==> src/rtl/vote_pkg.sv <==
// vote_pkg: shared state encoding, voter limit and count clamp for the voting pipeline.
package vote_pkg;
  localparam int N_VOTERS_MAX = 8;
  typedef enum logic [1:0] {IDLE, COLLECT, EMIT} state_e;
  function automatic logic [3:0] clamp_voters(input logic [3:0] n);
    return (n > 4'd8) ? 4'd8 : n;
  endfunction
endpackage

==> src/rtl/round_timer.sv <==
// round_timer: loadable down-counter that flags the last enabled cycle; a zero load never expires.
module round_timer #(
  parameter int W = 8
) (
  input  logic         clk,
  input  logic         rst_n,
  input  logic         load_i,
  input  logic [W-1:0] val_i,
  input  logic         en_i,
  output logic         expired_o
);
  logic [W-1:0] cnt_q;
  always_ff @(posedge clk or negedge rst_n) begin
    if (!rst_n) cnt_q <= '0;
    else if (load_i) cnt_q <= val_i;
    else if (en_i && cnt_q != '0) cnt_q <= cnt_q - W'(1);
  end
  // Expiry fires while the counter steps 1 -> 0, so a votes-in-that-cycle still count.
  assign expired_o = en_i && (cnt_q == W'(1));
endmodule

==> src/rtl/vote_round_collector.sv <==
// vote_round_collector: gathers one vote per active voter per round and emits the closed ballot.
module vote_round_collector
  import vote_pkg::*;
#(
  parameter int N_VOTERS  = N_VOTERS_MAX,
  parameter int TIMEOUT_W = 8
) (
  input  logic                 clk,
  input  logic                 rst_n,
  input  logic                 ena,
  input  logic                 start,
  input  logic [3:0]           num_voters,
  input  logic [TIMEOUT_W-1:0] timeout,
  input  logic [N_VOTERS-1:0]  vote_valid,
  input  logic [N_VOTERS-1:0]  vote_fail,
  output logic                 busy,
  output logic                 ballot_valid,
  output logic [N_VOTERS-1:0]  ballot,
  output logic [N_VOTERS-1:0]  present,
  output logic                 timed_out,
  output logic                 dup_err,
  output logic [3:0]           num_voters_q
);
  state_e state_q;
  logic busy_q, ballot_valid_q, timed_out_q, dup_err_q;
  logic [N_VOTERS-1:0] ballot_q, present_q, fail_q;
  logic [N_VOTERS:0] act_full;
  logic [N_VOTERS-1:0] active, accept, present_d, fail_d;
  logic accept_start, collect, dup_hit, done, expired;
  assign act_full     = ((N_VOTERS+1)'(1) << num_voters_q) - (N_VOTERS+1)'(1);
  assign active       = act_full[N_VOTERS-1:0];
  assign accept_start = ena && start && state_q == IDLE;
  assign collect      = ena && state_q == COLLECT;
  assign accept       = collect ? (vote_valid & active & ~present_q) : '0;
  assign present_d    = present_q | accept;
  assign fail_d       = fail_q | (accept & vote_fail);
  assign dup_hit      = collect && |(vote_valid & active & present_q);
  assign done         = (present_d & active) == active;
  round_timer #(.W(TIMEOUT_W)) u_timer (
    .clk      (clk),
    .rst_n    (rst_n),
    .load_i   (accept_start),
    .val_i    (timeout),
    .en_i     (collect),
    .expired_o(expired)
  );
  always_ff @(posedge clk or negedge rst_n) begin
    if (!rst_n) begin
      state_q        <= IDLE;
      busy_q         <= 1'b0;
      ballot_valid_q <= 1'b0;
      ballot_q       <= '0;
      present_q      <= '0;
      fail_q         <= '0;
      timed_out_q    <= 1'b0;
      dup_err_q      <= 1'b0;
      num_voters_q   <= '0;
    end else if (!ena) begin
      state_q        <= IDLE;
      busy_q         <= 1'b0;
      ballot_valid_q <= 1'b0;
    end else begin
      case (state_q)
        IDLE: begin
          ballot_valid_q <= 1'b0;
          if (start) begin
            num_voters_q <= clamp_voters(num_voters);
            present_q    <= '0;
            fail_q       <= '0;
            dup_err_q    <= 1'b0;
            timed_out_q  <= 1'b0;
            busy_q       <= 1'b1;
            state_q      <= COLLECT;
          end
        end
        COLLECT: begin
          present_q <= present_d;
          fail_q    <= fail_d;
          if (dup_hit) dup_err_q <= 1'b1;
          if (done || expired) begin
            ballot_q       <= fail_d | (active & ~present_d);
            timed_out_q    <= !done;
            ballot_valid_q <= 1'b1;
            state_q        <= EMIT;
          end
        end
        default: begin
          ballot_valid_q <= 1'b0;
          busy_q         <= 1'b0;
          state_q        <= IDLE;
        end
      endcase
    end
  end
  assign busy         = busy_q;
  assign ballot_valid = ballot_valid_q;
  assign ballot       = ballot_q;
  assign present      = present_q;
  assign timed_out    = timed_out_q;
  assign dup_err      = dup_err_q;
endmodule

==> config.mk <==
export PLATFORM = sky130hd
export DESIGN_NAME = vote_round_collector
export DESIGN_NICKNAME = d
export VERILOG_FILES = /design/src/rtl/vote_pkg.sv /design/src/rtl/round_timer.sv /design/src/rtl/vote_round_collector.sv
export SDC_FILE = /design/constraint.sdc
export NUM_CORES = 1
export LEC_CHECK = 0
export CORE_MARGIN = 3
export CORE_UTILIZATION = 30
export DETAILED_ROUTE_END_ITERATION = 8
export PLACE_DENSITY = 0.55
export SKIP_CTS_REPAIR_TIMING = 1
export SLEW_MARGIN = 20
export SYNTH_ARGS = -nofsm -noshare
export SYNTH_HDL_FRONTEND = slang
export SYNTH_SLANG_ARGS = --single-unit
==> constraint.sdc <==
create_clock -name clk -period 6.9 [get_ports clk]
set_clock_uncertainty 0.2 [all_clocks]
set_input_delay 0.69 -clock clk [delete_from_list [all_inputs] [get_ports clk]]
set_output_delay 0.69 -clock clk [all_outputs]
set_load 0.005 [all_outputs]
==> run_results.csv <==
group,metric,value,unit
yosys,syn-num-nets,292,
routing,vias_per_cell,5.12,
critical_path,r2r_end,"ballot[5]",
power_and_ir_drop,combPwrFrac,39.9,%
power_and_ir_drop,p_sw_share,36.1,%
clocking,clk_latency,290,ps
yosys,synth_cell_types,52,
power_and_ir_drop,p_leak,1.34,nW
clocking,clock-root-buffer,"clkbuf_8",
clocking,cts_htree_levels,2,
power_and_ir_drop,p_int,589,uW
power_and_ir_drop,ir_drop,0.121,mV
critical_path,worstSetupPathType,"reg2reg",
power_and_ir_drop,clkPwrFrac,17.8,%
power_and_ir_drop,power-per-cell-area,303,mW/mm^2
routing,wl,6020,um
timing,hold_ws,291,ps
yosys,synth_seq_cells,42,
floorplanning,core,0.00741,mm^2
critical_path,endpoint_kind,"flip-flop",
timing,finalCritPeriodShare,48.3,%
layout,area_delta_synth_final,30.3,%
critical_path,r2r_slack,3570,ps
routing,drc_errors,0,
floorplanning,dieHeight,94.2,um
yosys,avgSynthCellArea,9.08,um^2
yosys,yosys_warnings,0,
yosys,netlist_area,0.00233,mm^2
floorplanning,dieArea,0.00887,mm^2
yosys,synth.top_cell.area_share,45.0,%
floorplanning,rows,31,
clocking,cts_buffer_depth,2,
timing,tightest_slew,944,ps
critical_path,cp.arrival,3320,ps
critical_path,r2r-start,"num_voters_q[2]",
yosys,yosysSeqAreaShare,45.0,%
placed_design,port_buffers,55,
grt,grt_max_degree,43,
critical_path,critPathLaunchType,"flip-flop",
power_and_ir_drop,seq_power_share,42.4,%
clocking,clk_transition_reported_paths,80,ps
grt,track_usage,14.3,%
yosys,synthCells,257,
clocking,cts_tree,"yes",
floorplanning,start_util,31.5,%
yosys,synth_top_cell_by_area,"dfrtp_1",
hold_path,holdPathEnd,"fail_q[1]",
yosys,async_flop_share,100,%
hold_path,hold_start,"fail_q[1]",
grt,antenna_found_initial,0,
timing,final_hold_viol_count,0,
timing,layout_min_cycle_time,3330,ps
clocking,cts_sinks,42,
timing,totalNegativeSetupSlack,0,ps
layout,n_antenna_cell,0,
clocking,numCtsBuffers,5,
layout,final_common_cell,"clkdlybuf4s50_1",
run,maxCapViolCount,0,
timing,drv_slew,0,
critical_path,crit_fanout,12,
floorplanning,pin_count,56,
hold_path,hp-class,"reg2reg",
routing,avgRoutedWirePerCell,14.8,um
layout,fin_nets,341,
outcome,status,"complete, no violations",
routing,drt_iter0_drc,131,
grt,first_global_vias,2028,
hold_path,hold-path-cell-count,2,
floorplanning,die_width,94.2,um
layout,final_layout_size_suffix_gt1_share,6.19,%
yosys,synth_edf_count,0,
timing,setup_viol,0,
critical_path,cp.required,6880,ps
timing,relSlewSlack,37.1,%
routing,via_count,2079,
grt,overflow,0,
placed_design,gp_congestion,0.829,
timing,rsz0062_at_grt,"no",
yosys,synthTopCellsByArea,"dfrtp_1 45%, nor2_1 5.6%, o21ai_0 4.5%",
power_and_ir_drop,power.switching,332,uW
yosys,synth_ff_type,"dfrtp_1",
grt,grt_first_pass_wirelength,10100,um
placed_design,dp_hpwl,4380,um
routing,first_pass_iters,4,
layout,final_cell_mix,"54 x clkdlybuf4s50_1, 42 x dfrtp_1, 35 x nor2_1",
timing,clock.fmax,300,MHz
critical_path,reg2regPathDepth,8,
routing,ant_nets,0,
through the flow:
step / cell area, um^2 / setup slack [ps] / instances / util [%] / power, mW
floorplan: 2330 / 3820 / 257 / - / 0.605
global placement: 2950 / 3420 / 398 / 39.8 / 0.761
detailed placement: 2950 / 3400 / 398 / 39.8 / 0.765
CTS: 3040 / 3530 / 406 / 41.1 / 0.933
global route: 3040 / 3400 / 406 / 41.1 / 0.998
finish: 3040 / 3570 / 406 / 41.1 / 0.921
worst max-delay path by stage:
stage                          from        end  slack (ps)  cells after the start
floorplan           num_voters_q[0]  ballot[1]        3820                     10
global placement                ena  ballot[5]        3420                      8
detailed placement              ena  ballot[2]        3400                      8
CTS                 num_voters_q[2]  ballot[7]        3530                      8
global route        num_voters_q[2]  ballot[3]        3400                      8
finish              num_voters_q[2]  ballot[5]        3570                      8
per-layer routing:
metal  global-route usage (%)  wire length (um)
met1                     19.3              2860
met5                        0                 0
met2                     23.3              2800
met3                     3.29               312
met4                     3.13                42
state kept, by name (all words and copies together), names as in the netlist:
register       cells
ballot             8
u_timer.cnt_q      8
timed_out          1
state_q            2
fail_q             8
ballot_valid       1
busy               1
dup_err            1
present            8
num_voters_q       4
synth_stat cells, drive strengths merged (4+ instances only):
cell and n:
nand3b 7, a21oi 13, mux2 5, nand3 4, dfrtp 42, nand2 27
clkbuf 9, a31oi 8, inv 11, a41oi 9, nor2b 5, nor3 6
nor2 35, buf 6, o21ai 23
power by group through the flow:
stage,combinational [mW],sequential [mW],clock [mW]
2_1_floorplan,0.238,0.367,0
3_3_place_gp,0.367,0.394,0
3_5_place_dp,0.371,0.394,0
4_1_cts,0.372,0.390,0.171
5_1_grt,0.413,0.402,0.182
6_report,0.367,0.390,0.164
final cells by class:
cell class | instances | area [um^2]
tap | 99 | 124
inverter | 11 | 41.3
timing repair buffer | 57 | 561
sequential | 42 | 1050
fill | 780 | 4370
multi-input combinational | 189 | 1170
clock inverter | 1 | 5.00
clock buffer | 7 | 86.3
cells by family after synthesis:
group	count (synthesis)	share of synthesized area [%]
compound gates	75	21.6
fa+ha+maj	3	1.61
simple gates	102	22.2
buf+inv	26	4.66
mux	8	4.50
flops	42	45.0
xor+xnor	1	0.375
worst max-delay path, stage by stage, from the launching register on:
cell and delay [ps]:
dfrtp_1 510, or4_1 670, ha_1 280, or3_1 310, a21o_1 170, a21oi_1 230
nor4_4 100, o21ai_4 410, mux2_4 340
Note: power is estimated with default switching activity, not from simulation.
